==> src/rtl/addsub_pkg.sv <==
// Shared types and helpers for the pipelined add/subtract unit.
// Optional saturation support is enabled with `define ADDSUB_SATURATE_EN.
package addsub_pkg;

  localparam logic OP_ADD = 1'b0;
  localparam logic OP_SUB = 1'b1;

  function automatic int seg_width(input int width, input int stages);
    return width / stages;
  endfunction

  // Per-stage control payload; carry is the carry leaving the segment just resolved.
  typedef struct packed {
    logic valid;
    logic skip;
    logic carry;
    logic ovf;
`ifdef ADDSUB_SATURATE_EN
    logic sat;
`endif
  } stage_ctrl_t;

endpackage

==> src/rtl/pipe_addsub_if.sv <==
// Handshake and data bundle of the pipelined add/subtract unit.
// The sat request line exists only when ADDSUB_SATURATE_EN is defined.
interface pipe_addsub_if #(parameter int WIDTH = 32);

  logic             in_valid;
  logic             in_ready;
  logic [WIDTH-1:0] data_operandA;
  logic [WIDTH-1:0] data_operandB;
  logic             addOrSub;
  logic             skip;
`ifdef ADDSUB_SATURATE_EN
  logic             sat;
`endif
  logic             out_valid;
  logic             out_ready;
  logic [WIDTH-1:0] data_result;
  logic             overflow;
  logic             carry_out;

  modport master (
    output in_valid, data_operandA, data_operandB, addOrSub, skip,
`ifdef ADDSUB_SATURATE_EN
    sat,
`endif
    out_ready,
    input  in_ready, out_valid, data_result, overflow, carry_out
  );

  modport slave (
    input  in_valid, data_operandA, data_operandB, addOrSub, skip,
`ifdef ADDSUB_SATURATE_EN
    sat,
`endif
    out_ready,
    output in_ready, out_valid, data_result, overflow, carry_out
  );

endinterface

==> src/rtl/addsub_segment.sv <==
// Combinational SEG-bit adder slice; also reports the carry into its top bit
// so the final slice can derive signed overflow.
module addsub_segment #(
  parameter int SEG = 8
) (
  input  logic [SEG-1:0] a,
  input  logic [SEG-1:0] b,
  input  logic           cin,
  output logic [SEG-1:0] sum,
  output logic           cout,
  output logic           cmsb
);

  always_comb begin
    {cout, sum} = {1'b0, a} + {1'b0, b} + {{SEG{1'b0}}, cin};
  end

  // Carry into the top bit recovered from the top-bit sum identity.
  assign cmsb = sum[SEG-1] ^ a[SEG-1] ^ b[SEG-1];

endmodule

==> src/rtl/pipe_addsub.sv <==
// Pipelined two's-complement add/subtract: one carry segment per stage, valid/ready
// with full backpressure. Define ADDSUB_SATURATE_EN to add the sat clamp option.
module pipe_addsub
  import addsub_pkg::*;
#(
  parameter int WIDTH  = 32,
  parameter int STAGES = 4
) (
  input logic           clock,
  input logic           reset_n,
  pipe_addsub_if.slave  bus
);

  localparam int SEG = seg_width(WIDTH, STAGES);

`ifdef ADDSUB_SATURATE_EN
  localparam logic [WIDTH-1:0] SAT_MAX = {1'b0, {(WIDTH-1){1'b1}}};
  localparam logic [WIDTH-1:0] SAT_MIN = {1'b1, {(WIDTH-1){1'b0}}};
`endif

  logic             stall;
  logic [WIDTH-1:0] b_eff;
  logic             c_in;

  logic [WIDTH-1:0] a_q   [STAGES];
  logic [WIDTH-1:0] b_q   [STAGES];
  logic [WIDTH-1:0] sum_q [STAGES];
  stage_ctrl_t      ctrl_q[STAGES];

  always_comb begin
    b_eff = '0;
    c_in  = 1'b0;
    if (!bus.skip) begin
      b_eff = (bus.addOrSub == OP_SUB) ? ~bus.data_operandB : bus.data_operandB;
      c_in  = (bus.addOrSub == OP_SUB);
    end
  end

  assign stall         = ctrl_q[STAGES-1].valid & ~bus.out_ready;
  assign bus.in_ready  = ~stall;
  assign bus.out_valid = ctrl_q[STAGES-1].valid;
  assign bus.data_result = sum_q[STAGES-1];
  assign bus.overflow  = ctrl_q[STAGES-1].ovf;
  assign bus.carry_out = ctrl_q[STAGES-1].carry;

  for (genvar k = 0; k < STAGES; k++) begin : g_stage
    logic [WIDTH-1:0] a_in;
    logic [WIDTH-1:0] b_in;
    logic [WIDTH-1:0] sum_in;
    logic [WIDTH-1:0] sum_next;
    stage_ctrl_t      ctrl_in;
    stage_ctrl_t      ctrl_next;
    logic [SEG-1:0]   seg_sum;
    logic             seg_cout;
    logic             seg_cmsb;

    if (k == 0) begin : g_head
      always_comb begin
        a_in          = bus.data_operandA;
        b_in          = b_eff;
        sum_in        = '0;
        ctrl_in       = '0;
        ctrl_in.valid = bus.in_valid;
        ctrl_in.skip  = bus.skip;
        ctrl_in.carry = c_in;
`ifdef ADDSUB_SATURATE_EN
        ctrl_in.sat   = bus.sat;
`endif
      end
    end else begin : g_body
      always_comb begin
        a_in    = a_q[k-1];
        b_in    = b_q[k-1];
        sum_in  = sum_q[k-1];
        ctrl_in = ctrl_q[k-1];
      end
    end

    addsub_segment #(.SEG(SEG)) u_seg (
      .a    (a_in[k*SEG +: SEG]),
      .b    (b_in[k*SEG +: SEG]),
      .cin  (ctrl_in.carry),
      .sum  (seg_sum),
      .cout (seg_cout),
      .cmsb (seg_cmsb)
    );

    // Only the last stage's ovf is meaningful; earlier stages carry it along unused.
    always_comb begin
      sum_next                 = sum_in;
      sum_next[k*SEG +: SEG]   = seg_sum;
      ctrl_next                = ctrl_in;
      ctrl_next.carry          = seg_cout & ~ctrl_in.skip;
      ctrl_next.ovf            = (seg_cmsb ^ seg_cout) & ~ctrl_in.skip;
`ifdef ADDSUB_SATURATE_EN
      if ((k == STAGES-1) && ctrl_in.sat && ctrl_next.ovf) begin
        sum_next = a_in[WIDTH-1] ? SAT_MIN : SAT_MAX;
      end
`endif
    end

    always_ff @(posedge clock) begin
      if (!reset_n) begin
        ctrl_q[k] <= '0;
        a_q[k]    <= '0;
        b_q[k]    <= '0;
        sum_q[k]  <= '0;
      end else if (!stall) begin
        ctrl_q[k] <= ctrl_next;
        a_q[k]    <= a_in;
        b_q[k]    <= b_in;
        sum_q[k]  <= sum_next;
      end
    end
  end

endmodule

==> src/flat_wrapper.sv <==
// flat-port wrapper written by rule: the top's interface ports become plain ports
module pipe_addsub_flat import addsub_pkg::*;
#(
  parameter int WIDTH  = 32,
  parameter int STAGES = 4
)
  (clock, reset_n, bus_in_valid, bus_data_operandA, bus_data_operandB, bus_addOrSub, bus_skip, bus_out_ready, bus_in_ready, bus_out_valid, bus_data_result, bus_overflow, bus_carry_out);
  pipe_addsub_if #(.WIDTH(WIDTH)) bus_i ();
  input logic clock;
  input logic reset_n;
  input wire logic [$bits(bus_i.in_valid)-1:0] bus_in_valid;
  input wire logic [$bits(bus_i.data_operandA)-1:0] bus_data_operandA;
  input wire logic [$bits(bus_i.data_operandB)-1:0] bus_data_operandB;
  input wire logic [$bits(bus_i.addOrSub)-1:0] bus_addOrSub;
  input wire logic [$bits(bus_i.skip)-1:0] bus_skip;
  input wire logic [$bits(bus_i.out_ready)-1:0] bus_out_ready;
  output wire logic [$bits(bus_i.in_ready)-1:0] bus_in_ready;
  output wire logic [$bits(bus_i.out_valid)-1:0] bus_out_valid;
  output wire logic [$bits(bus_i.data_result)-1:0] bus_data_result;
  output wire logic [$bits(bus_i.overflow)-1:0] bus_overflow;
  output wire logic [$bits(bus_i.carry_out)-1:0] bus_carry_out;
  assign bus_i.in_valid = bus_in_valid;
  assign bus_i.data_operandA = bus_data_operandA;
  assign bus_i.data_operandB = bus_data_operandB;
  assign bus_i.addOrSub = bus_addOrSub;
  assign bus_i.skip = bus_skip;
  assign bus_i.out_ready = bus_out_ready;
  assign bus_in_ready = bus_i.in_ready;
  assign bus_out_valid = bus_i.out_valid;
  assign bus_data_result = bus_i.data_result;
  assign bus_overflow = bus_i.overflow;
  assign bus_carry_out = bus_i.carry_out;
  pipe_addsub #(.WIDTH(WIDTH), .STAGES(STAGES)) u_core (.clock(clock), .reset_n(reset_n), .bus(bus_i));
endmodule
==> config.mk <==
export PLATFORM = sky130hd
export DESIGN_NAME = pipe_addsub_flat
export DESIGN_NICKNAME = d
export VERILOG_FILES = /design/src/rtl/addsub_pkg.sv /design/src/rtl/pipe_addsub_if.sv /design/src/rtl/addsub_segment.sv /design/src/rtl/pipe_addsub.sv /design/src/flat_wrapper.sv
export SDC_FILE = /design/constraint.sdc
export NUM_CORES = 1
export LEC_CHECK = 0
export ABC_CLOCK_PERIOD_IN_PS = 19100
export BUFFER_PORTS_ARGS = -buffer_cell sky130_fd_sc_hd__buf_2
export CELL_PAD_IN_SITES_DETAIL_PLACEMENT = 0
export CELL_PAD_IN_SITES_GLOBAL_PLACEMENT = 1
export CORE_MARGIN = 2
export CORE_UTILIZATION = 51
export CTS_CLUSTER_SIZE = 24
export DETAILED_ROUTE_END_ITERATION = 16
export PLACE_DENSITY = 0.95
export SETUP_SLACK_MARGIN = 0.4
export SYNTH_ARGS = -nofsm -noshare
export SYNTH_HDL_FRONTEND = slang
export SYNTH_SLANG_ARGS = --single-unit
==> constraint.sdc <==
create_clock -name clock -period 19.1 [get_ports clock]
set_input_delay 4.775 -clock clock [delete_from_list [all_inputs] [get_ports clock]]
set_output_delay 4.775 -clock clock [all_outputs]
set_load 0.01 [all_outputs]
* Yosys cells after proc, flatten, opt, wreduce, memory -nomap -nowiden
Memories as Yosys holds them, arrays and structs flattened.
Cells that the tools add are included.
** Storage, ports and cells
- Flip-flop bits (word level) :: 0
- RAM bits :: 400
- Input bits :: 70
- Output and inout port bits :: 36
- Word-level logic and storage cells :: 79
- Memories kept :: 4
** Cells by class
- Add/subtract/negate cells :: 8
- Muxes and demuxes :: 23
- Bitwise gates (word level) :: 44
** Memories
- u_core.a_q :: words 4, width 32, rd ports 3, clocked after Yosys merged registers in 0, write ports 4, RTL line pipe_addsub.sv:25 : logic [WIDTH-1:0] a_q [STAGES];
- u_core.b_q :: words 4, width 32, rd ports 3, clocked after Yosys merged registers in 0, write ports 4, RTL line pipe_addsub.sv:26 : logic [WIDTH-1:0] b_q [STAGES];
- u_core.sum_q :: words 4, width 32, rd ports 4, clocked after Yosys merged registers in 0, write ports 4, RTL line pipe_addsub.sv:27 : logic [WIDTH-1:0] sum_q [STAGES];
- u_core.ctrl_q :: words 4, width 4, rd ports 4, clocked after Yosys merged registers in 0, write ports 4, RTL line pipe_addsub.sv:28 : stage_ctrl_t ctrl_q[STAGES];
** Operators with widths (count)
- $mux W32 :: 14
- $add A8 B8 Y9 :: 4
- $add A9 B1 Y9 :: 4
- $not A32 Y32 :: 1
- $mux W4 :: 4
- $or A1 B1 Y1 :: 16
- $xor A1 B1 Y1 :: 12
- $and A1 B1 Y1 :: 9
- $not A1 Y1 :: 6
- $mux W1 :: 5

* Longest topological paths before layout
Gate-level depths: netlist of run 1.
- Depth in word-level cells :: 10
- Depth in mapped cells :: 12

* Hierarchy
Synthesis of run 1 repeated with hierarchy kept, for this count alone.
** Unflattened totals
- Cell total of the unflattened synthesis :: 645
- Area total of the unflattened synthesis :: 9419.0 µm²
** By module, submodules not included
- pipe_addsub :: instances 1, cells each 469, area each 7912.6 µm², sequential area each 5645.4 µm²
- addsub_segment :: instances 4, cells each 44, area each 376.6 µm², sequential area each 0.0 µm²

* Worst setup path before layout of run 1
OpenSTA, ideal clock, no wires.
- Path type :: input-to-reg
- From :: in reset_n
- To :: mem u_core.a_q[0][10], enable pin
- Library setup time :: 1.959 ns
- Arrival :: 9.112 ns
- Data required time :: 17.141 ns
- Setup slack :: 8.030 ns
- Stages on the path :: 2
- Path through :: clkbuf_1 -> nand3b_1
** RTL lines
- start, declared :: RTL line flat_wrapper.sv:10 : input logic reset_n;
- end, declared :: RTL line pipe_addsub.sv:25

* Worst setup path in the final report of run 1
- From :: in bus_out_ready
- To :: out bus_in_ready
** On the way
- Word-level cells in the longest chain between the ends :: 3
** RTL lines
- start, declared :: RTL line flat_wrapper.sv:16 : input wire logic [$bits(bus_i.out_ready)-1:0] bus_out_ready;
- $not A1 Y1 :: RTL line pipe_addsub.sv:39 : assign stall = ctrl_q[STAGES-1].valid & ~bus.out_ready;
- $and A1 B1 Y1 :: RTL line pipe_addsub.sv:39
- $not A1 Y1 :: RTL line pipe_addsub.sv:40 : assign bus.in_ready = ~stall;
- end, declared :: RTL line flat_wrapper.sv:17 : output wire logic [$bits(bus_i.in_ready)-1:0] bus_in_ready;
Every way passes these cells.

==> impl_metrics.json, run 1 <==
{
  "ff2ff_setup_slack_ns": 15.55,
  "syn_to_final_growth_pct": 15.7,
  "diodes": 0,
  "die_area_um2": 17800,
  "avgRoutedWirePerCell_um": 15.6,
  "ys_warn_count": 0,
  "slew_headroom_pct": 25.5,
  "worst-path-max-fanout": 51,
  "die_h_um": 134,
  "synth_cells": 628,
  "cts_buffer_depth": 2,
  "cts_tree": "done",
  "hold_class": "reg -> reg",
  "syn_area_um2": 8550,
  "hpwl_um": 9370,
  "syn_avg_cell_area_um2": 13.6,
  "vias": 5019,
  "ys_seq_area_share_pct": 66.0,
  "core_um2": 16500,
  "io_pins": 106,
  "start_util_pct": 51.9,
  "dp_cells": 917,
  "numCtsBuffers": 17,
  "place_area_um2": 9230,
  "ys_ff_latch": 188,
  "final_area_um2": 9900,
  "drtPass1Iterations": 5,
  "end_kind": "output port",
  "routed_wl_um": 14800,
  "synthesis.nets": 734,
  "clk_pin_slew_worst_paths_ns": 0.07,
  "drive_above_1_share_pct": 20.0,
  "place_congestion": 0.877,
  "port_buffers": 105,
  "cts_root_buf": "clkbuf_16",
  "antenna_found_initial": 0,
  "cp.required_ns": 14.32,
  "fin_crit_ns": 10.28,
  "worst_pin_slew_ns": 1.11,
  "cts_setup_buffers": 0,
  "tns_ns": 0,
  "rsz0062_at_grt": "no",
  "worstSetupPathType": "in -> out",
  "skew_ns": 0.00805,
  "synth_ff_type": "edfxtp_1",
  "cts_htree_levels": 4,
  "cts-hold-fix-buffers": 0,
  "outcome": "finished clean",
  "synth_edf_count": 188,
  "grt_pass1_vias": 5038,
  "fp-row-count": 47,
  "ctsResizeCount": 0,
  "final_cell_mix": "edfxtp_1 (188), and3_1 (132), buf_2 (105)",
  "setup_viol": 0,
  "p_leak_nw": 4.66,
  "route.detailed.drc": 0,
  "nets": 822,
  "stdcell_count": 949,
  "clk_latency_ns": 0.43,
  "postSynth.asyncResetShare_pct": 0,
  "grt_start_max_net_pins": 93,
  "arrival_ns": 5.50,
  "fp.dieW_um": 134,
  "fill_cells": 1308,
  "hold_viol_final": 0,
  "worst_setup_path_start_kind": "input port",
  "cts.sinks": 188,
  "final_max_slew_viol_count": 0,
  "final_common_cell": "edfxtp_1",
  "drt_iter0_drc": 263,
  "final_util_pct": 60.1,
  "via_per_inst": 5.29,
  "grt_usage_pct": 17.0,
  "synth_cell_types": 41,
  "detail-route-antenna-nets": 0,
  "grt_overflow": 0,
  "p_per_area_nw_per_um2": 96.5,
  "grt_pass1_wl_um": 23900,
  "fmaxAchievable_mhz": 97.3,
  "ir_drop_v": 0.0000677,
  "max_cap_violations": 0,
  "fin_crit_sh_pct": 53.8
}
Yosys cell counts, types with 2 or more instances:
cell type / n / area, um2
a211oi_1: 5 / 37.5
a21boi_0: 2 / 15.0
a21o_1: 3 / 22.5
a21oi_1: 9 / 45.0
and3_1: 132 / 826
buf_2: 6 / 30.0
clkbuf_1: 33 / 124
edfxtp_1: 188 / 5650
fa_1: 8 / 160
ha_1: 28 / 350
inv_1: 18 / 67.6
mux2i_1: 4 / 40.0
nand2_1: 5 / 18.8
nand2b_1: 7 / 43.8
nor2_1: 61 / 229
nor2b_1: 9 / 56.3
nor3_1: 14 / 70.1
o211ai_1: 2 / 15.0
o21a_1: 10 / 75.1
o21ai_0: 13 / 65.1
o22ai_1: 2 / 12.5
o31a_1: 5 / 43.8
o31ai_1: 2 / 15.0
or3_1: 4 / 25.0
xnor2_1: 39 / 342
xor2_1: 4 / 35.0
worst max-delay path, stage by stage:
cell and delay (ns):
buf_2 0.09, nand2b_4 0.40, buf_2 0.22
worst paths after layout:
check                      start                  end  cells past startpoint
min reg2reg   u_core.sum_q[0][4]  u_core.sum_q[0][36]                      1
min           u_core.sum_q[0][4]  u_core.sum_q[0][36]                      1
max reg2reg  u_core.ctrl_q[3][3]   u_core.sum_q[0][2]                      3
max                bus_out_ready         bus_in_ready                      3
power breakdown:
group / internal, mW / total [mW] / leakage (nW) / switching (mW)
clock: 0.238 / 0.396 / 0.330 / 0.158
combinational: 0.0337 / 0.0730 / 2.08 / 0.0393
sequential: 0.480 / 0.487 / 2.25 / 0.00680
total: 0.751 / 0.955 / 4.66 / 0.204
layer usage:
layer	up-vias	track usage [%]	share of wire, %
met5	-	0	0
met4	0	8.39	2.4
met3	28	3.96	4.6
met2	133	27.5	49
met1	2371	21.8	44
li1	2487	-	-
per-stage QoR:
step / hold slack, ns / total power, mW / setup slack, ns
after floorplan: 0.528 / 0.545 / 8.03
after global placement: 0.532 / 0.564 / 8.88
after detailed placement: 0.535 / 0.569 / 8.84
after CTS: 0.551 / 0.963 / 8.83
after global routing: 0.563 / 0.989 / 8.77
final: 0.544 / 0.955 / 8.82
flip-flops by register name, indices dropped and copies added, names as in the netlist:
signal / count
u_core.ctrl_q: 12
u_core.a_q: 48
u_core.sum_q: 80
u_core.b_q: 48
cell type report:
cell class                 instances  area [um2]  area share, %
sequential                       188        5650           57.0
multi-input combinational        382        2680           27.1
clock inverter                    15         245           2.48
timing repair buffer             109         556           5.61
clock buffer                      17         425           4.30
inverter                          18        67.6          0.683
tap                              220         275           2.78
cells by family (layout without fill, tap and decap cells):
logic type | count (synthesis) | in the layout | share of synthesized area (%)
AOI/OAI and AO/OA | 58 | 58 | 4.68
xor gates and xnor gates | 44 | 44 | 4.59
buffers and inverters | 58 | 159 | 2.72
muxes | 4 | 4 | 0.468
adders and majority gates | 36 | 36 | 5.97
DFF | 188 | 188 | 66.0
and+or+nand+nor | 240 | 240 | 15.6
Note: power is estimated with default switching activity, not from simulation.
==> run 2: changes to the inputs <==
- ABC_CLOCK_PERIOD_IN_PS: 19100 -> 10300
- CORE_UTILIZATION: 51 -> 48
- PLACE_DENSITY: 0.95 -> 0.91
- clock period: 19.1 -> 10.3 ns (I/O delays scaled with it)
==> run 2 against run 1 <==
Compared with the run above:
- sequential share of layout area rose by 0.51 points
- sequential cell count did not move
- total power rose by 75%
- clock skew rose by 0.024 ns
- register-to-register slack got worse by 8.4 ns
- combinational power rose by 84%
- non-clock buffer count fell by 1
- critical path type unchanged
- largest cell class unchanged
- largest power group unchanged
==> impl_metrics.json, run 2 (synthesis results as in run 1) <==
{
  "fin_crit_ns": 5.58,
  "fin_crit_sh_pct": 54.2,
  "route.detailed.drc": 0,
  "fill_cells": 1373,
  "pwr-share-seq_pct": 54.1,
  "top_register": "u_core.sum_q",
  "worst-path-max-fanout": 6,
  "clk_pin_slew_worst_paths_ns": 0.06,
  "port_buffers": 105,
  "final_max_slew_viol_count": 0,
  "end_kind": "output port",
  "cts_setup_buffers": 0,
  "avgRoutedWirePerCell_um": 15.0,
  "max_cap_violations": 0,
  "swShare_pct": 21.4,
  "antenna_found_initial": 0,
  "final_common_cell": "edfxtp_1",
  "grt_pass1_vias": 4899,
  "arrival_ns": 3.00,
  "cts_buffer_depth": 2,
  "worstSetupPathType": "in -> out",
  "p_total_mw": 1.67,
  "setup_viol": 0,
  "slowest_delay_ns": 0.17,
  "netSwitchingPower_uw": 357,
  "cp_cell_sequence": "buf_2 -> nand2b_4 -> buf_2",
  "die_h_um": 137,
  "grt_overflow": 0,
  "cts-hold-fix-buffers": 0,
  "cp.required_ns": 7.73,
  "whs_ns": 0.539,
  "path_common_cell": "buf_2",
  "largest_register_ff_count": 80,
  "clockPowerShare_pct": 37.8,
  "place_congestion": 0.817,
  "p_leak_nw": 4.60,
  "vias": 4920,
  "die_area_um2": 18900,
  "slowest_stage": "nand2b_4",
  "start_util_pct": 49.3,
  "grt_usage_pct": 16.0,
  "hold_viol_final": 0,
  "cts_tree": "done",
  "hold_class": "reg -> reg",
  "worst_setup_path_start_kind": "input port",
  "fp.dieW_um": 137,
  "skew_ns": 0.0325,
  "routed_wl_um": 14300,
  "clk_latency_ns": 0.44,
  "drive_above_1_share_pct": 19.4,
  "slew_headroom_pct": 23.2,
  "p_per_area_nw_per_um2": 170,
  "drt_iter0_drc": 407,
  "cts.sinks": 188,
  "tns_ns": 0,
  "hpwl_um": 8990,
  "outcome": "finished clean",
  "syn_to_final_growth_pct": 14.7,
  "numCtsBuffers": 17,
  "worst_pin_slew_ns": 1.15,
  "combPwrFrac_pct": 8.0,
  "cts_root_buf": "clkbuf_16",
  "top_regs": "u_core.sum_q (80), u_core.a_q (48), u_core.b_q (48)",
  "fmaxAchievable_mhz": 179,
  "fp-row-count": 48,
  "ir_drop_v": 0.000127,
  "io_pins": 106,
  "drtPass1Iterations": 5,
  "grt_pass1_wl_um": 23000,
  "detail-route-antenna-nets": 0,
  "rsz0062_at_grt": "no",
  "via_per_inst": 5.16,
  "cts_htree_levels": 4,
  "p_int_mw": 1.31,
  "nets": 821,
  "diodes": 0,
  "core_um2": 17400,
  "ctsResizeCount": 0,
  "final_cell_mix": "edfxtp_1 (188), and3_1 (132), buf_2 (105)",
  "grt_start_max_net_pins": 189
}
==> run 2: changes by cell type in the layout (fill, tap and decap cells not counted) <==
cell / previous run / this run
bufinv_16: 5 / 2
clkinvlp_4: 0 / 3
inv_8: 3 / 0
buf_4: 4 / 2
clkbuf_1: 0 / 2
clkinv_1: 0 / 2
inv_6: 6 / 4
buf_12: 0 / 1
clkinv_2: 0 / 1
==> run 2: layout make-up <==
type	count	area (um2)	area share (%)
inverter	18	67.6	0.689
tap	225	282	2.87
clock buffer	19	433	4.41
multi-input combinational	382	2680	27.3
clock inverter	13	139	1.42
timing repair buffer	108	561	5.71
sequential	188	5650	57.6
==> run 2: metrics by stage <==
step | instances | instance area (um2) | worst slack (ns) | utilization [%]
final | 953 | 9810 | 4.72 | 56.5
after global routing | 953 | 9810 | 4.70 | 56.5
after floorplan | 628 | 8550 | 1.43 | -
after detailed placement | 921 | 9240 | 4.72 | 53.2
after CTS | 953 | 9810 | 4.71 | 56.5
after global placement | 921 | 9240 | 4.72 | 53.2
==> run 2: power groups by stage <==
| stage | combinational (mW) | sequential, mW | clock, mW |
|---|---|---|---|
| 4_1_cts | 0.135 | 0.904 | 0.643 |
| 3_5_place_dp | 0.134 | 0.920 | 0 |
| 3_3_place_gp | 0.129 | 0.918 | 0 |
| 6_report | 0.134 | 0.903 | 0.631 |
| 5_1_grt | 0.151 | 0.907 | 0.676 |
| 2_1_floorplan | 0.0893 | 0.921 | 0 |
==> run 2: routing by layer <==
metal | vias up | part of all wire, % | routed length, um | global-route usage, %
li1 | 2482 | - | - | -
met1 | 2295 | 44 | 6340 | 20.1
met2 | 120 | 49 | 7060 | 25.7
met3 | 23 | 4.5 | 638 | 4.56
met4 | 0 | 1.9 | 269 | 7.85
met5 | - | 0 | 0 | 0
==> run 2: critical path, delay by kind of cell <==
family                 cells  cell delay (ns)
buffers and inverters      2             0.25
and+or+nand+nor            1             0.17
==> run 2: path summary, 6_finish.rpt <==
kind / startpoint / endpoint / slack (ns) / cells past startpoint
hold reg to reg: u_core.a_q[0][18] / u_core.a_q[0][50] / 0.54 / 1
hold / removal: u_core.a_q[0][18] / u_core.a_q[0][50] / 0.54 / 1
setup / recovery: bus_out_ready / bus_in_ready / 4.72 / 3
setup reg to reg: u_core.ctrl_q[3][3] / u_core.ctrl_q[1][1] / 7.17 / 5
==> run 3: changes to the inputs <==
- ABC_CLOCK_PERIOD_IN_PS: 10300 -> 5000
- CORE_UTILIZATION: 48 -> 43
- PLACE_DENSITY: 0.91 -> 0.87
- clock period: 10.3 -> 5 ns (I/O delays scaled with it)
==> run 3 against run 2 <==
Compared with the run above:
- total power is 100% higher
- combinational power is 110% higher
- non-clock buffer count is 3 higher
- largest cell class unchanged
- critical path type unchanged
- largest power group unchanged
- die area is 11% higher
- clock power is 100% higher
- highest routed layer unchanged
- first-iteration DRC count is 20% higher
==> impl_metrics.json, run 3 (synthesis results as in run 1) <==
{
  "route.detailed.drc": 0,
  "fmaxAchievable_mhz": 278,
  "top_register": "u_core.sum_q",
  "worst-path-max-fanout": 100,
  "p_leak_nw": 4.62,
  "grt_start_max_net_pins": 137,
  "start_util_pct": 43.9,
  "cts_buffer_depth": 2,
  "cts-hold-fix-buffers": 0,
  "drt_iter0_drc": 487,
  "ctsResizeCount": 0,
  "io_pins": 106,
  "fp.dieW_um": 145,
  "core_um2": 19500,
  "max_cap_violations": 0,
  "final_cell_mix": "edfxtp_1 (188), and3_1 (132), buf_2 (105)",
  "worstSetupPathType": "in -> out",
  "die_h_um": 145,
  "fin_crit_sh_pct": 71.9,
  "cts_setup_buffers": 0,
  "final_max_slew_viol_count": 0,
  "detail-route-antenna-nets": 0,
  "die_area_um2": 21000,
  "grt_overflow": 0,
  "cp.required_ns": 3.75,
  "worst_pin_slew_ns": 1.06,
  "via_per_inst": 4.95,
  "cp_cell_sequence": "buf_2 -> nand2b_4 -> buf_2",
  "slew_headroom_pct": 29.3,
  "cts_htree_levels": 4,
  "arrival_ns": 2.35,
  "ir_drop_v": 0.000226,
  "p_per_area_nw_per_um2": 345,
  "grt_pass1_wl_um": 24100,
  "end_kind": "output port",
  "stdcell_count": 997,
  "hold_class": "reg -> reg",
  "clk_latency_ns": 0.43,
  "port_buffers": 105,
  "antenna_found_initial": 1,
  "hpwl_um": 9510,
  "final_common_cell": "edfxtp_1",
  "fp-row-count": 51,
  "dp_cells": 964,
  "rsz0062_at_grt": "no",
  "grt_pass1_vias": 4738,
  "cts_root_buf": "clkbuf_16",
  "cts_tree": "done",
  "worst_setup_path_start_kind": "input port",
  "numCtsBuffers": 17,
  "nets": 824,
  "setup_viol": 0,
  "fin_crit_ns": 3.60,
  "routed_wl_um": 14900,
  "tns_ns": 0,
  "largest_register_ff_count": 80,
  "drive_above_1_share_pct": 20.2,
  "cts.sinks": 188,
  "grt_usage_pct": 14.6,
  "top_regs": "u_core.sum_q (80), u_core.a_q (48), u_core.b_q (48)",
  "skew_ns": 0.0102,
  "clk_pin_slew_worst_paths_ns": 0.07,
  "fill_cells": 1688,
  "vias": 4940,
  "syn_to_final_growth_pct": 15.4,
  "outcome": "finished clean",
  "slowest_delay_ns": 0.67,
  "drtPass1Iterations": 6,
  "slowest_stage": "nand2b_4",
  "path_common_cell": "buf_2",
  "avgRoutedWirePerCell_um": 15.0,
  "hold_viol_final": 0,
  "place_congestion": 0.759
}
## run 3: power breakdown
part | switching (mW) | internal, mW | leakage, nW
Combinational | 0.149 | 0.130 | 2.10
Clock | 0.614 | 0.654 | 0.269
Sequential | 0.0262 | 1.83 | 2.25
## run 3: worst max-delay path, delay by kind of cell
kind	cells	cell delay [ns]
buf+inv	2	0.36
simple gates	1	0.67
## run 3: through the flow
stage | cell area (um2) | utilization (%) | setup slack [ns] | hold slack [ns] | power (mW)
2_1_floorplan | 8560 | - | -2.43 | 0.528 | 2.08
3_3_place_gp | 9310 | 47.8 | 1.37 | 0.532 | 2.17
3_5_place_dp | 9310 | 47.8 | 1.21 | 0.536 | 2.17
4_1_cts | 9870 | 50.7 | 1.44 | 0.546 | 3.44
5_1_grt | 9870 | 50.7 | 1.32 | 0.562 | 3.54
6_report | 9870 | 50.7 | 1.40 | 0.545 | 3.41
## run 3: routing by layer
| layer | part of all wire, % | track usage (%) | vias to the layer above | wire [um] |
|---|---|---|---|---|
| met5 | 0 | 0 | - | 0 |
| met4 | 2.3 | 6.83 | 0 | 342 |
| met3 | 3.1 | 2.92 | 24 | 468 |
| met2 | 46 | 22.6 | 99 | 6930 |
| met1 | 48 | 19.8 | 2324 | 7170 |
| li1 | - | - | 2493 | - |
## run 3: final timing paths
check,from,to,slack (ns),cells after the start
setup / recovery,bus_out_ready,bus_in_ready,1.40,3
hold / removal,u_core.a_q[0][31],u_core.a_q[0][63],0.54,1
setup reg to reg,u_core.ctrl_q[3][3],u_core.ctrl_q[0][1],2.33,4
hold reg to reg,u_core.a_q[0][31],u_core.a_q[0][63],0.54,1
## run 3: final cells by class
class / count / area [um2] / share of cell area (%)
clock inverter: 15 / 131 / 1.33
clock buffer: 17 / 425 / 4.31
antenna: 1 / 2.50 / 0.0254
timing repair buffer: 111 / 583 / 5.91
sequential: 188 / 5650 / 57.2
tap: 265 / 332 / 3.36
multi-input combinational: 382 / 2680 / 27.2
inverter: 18 / 67.6 / 0.685
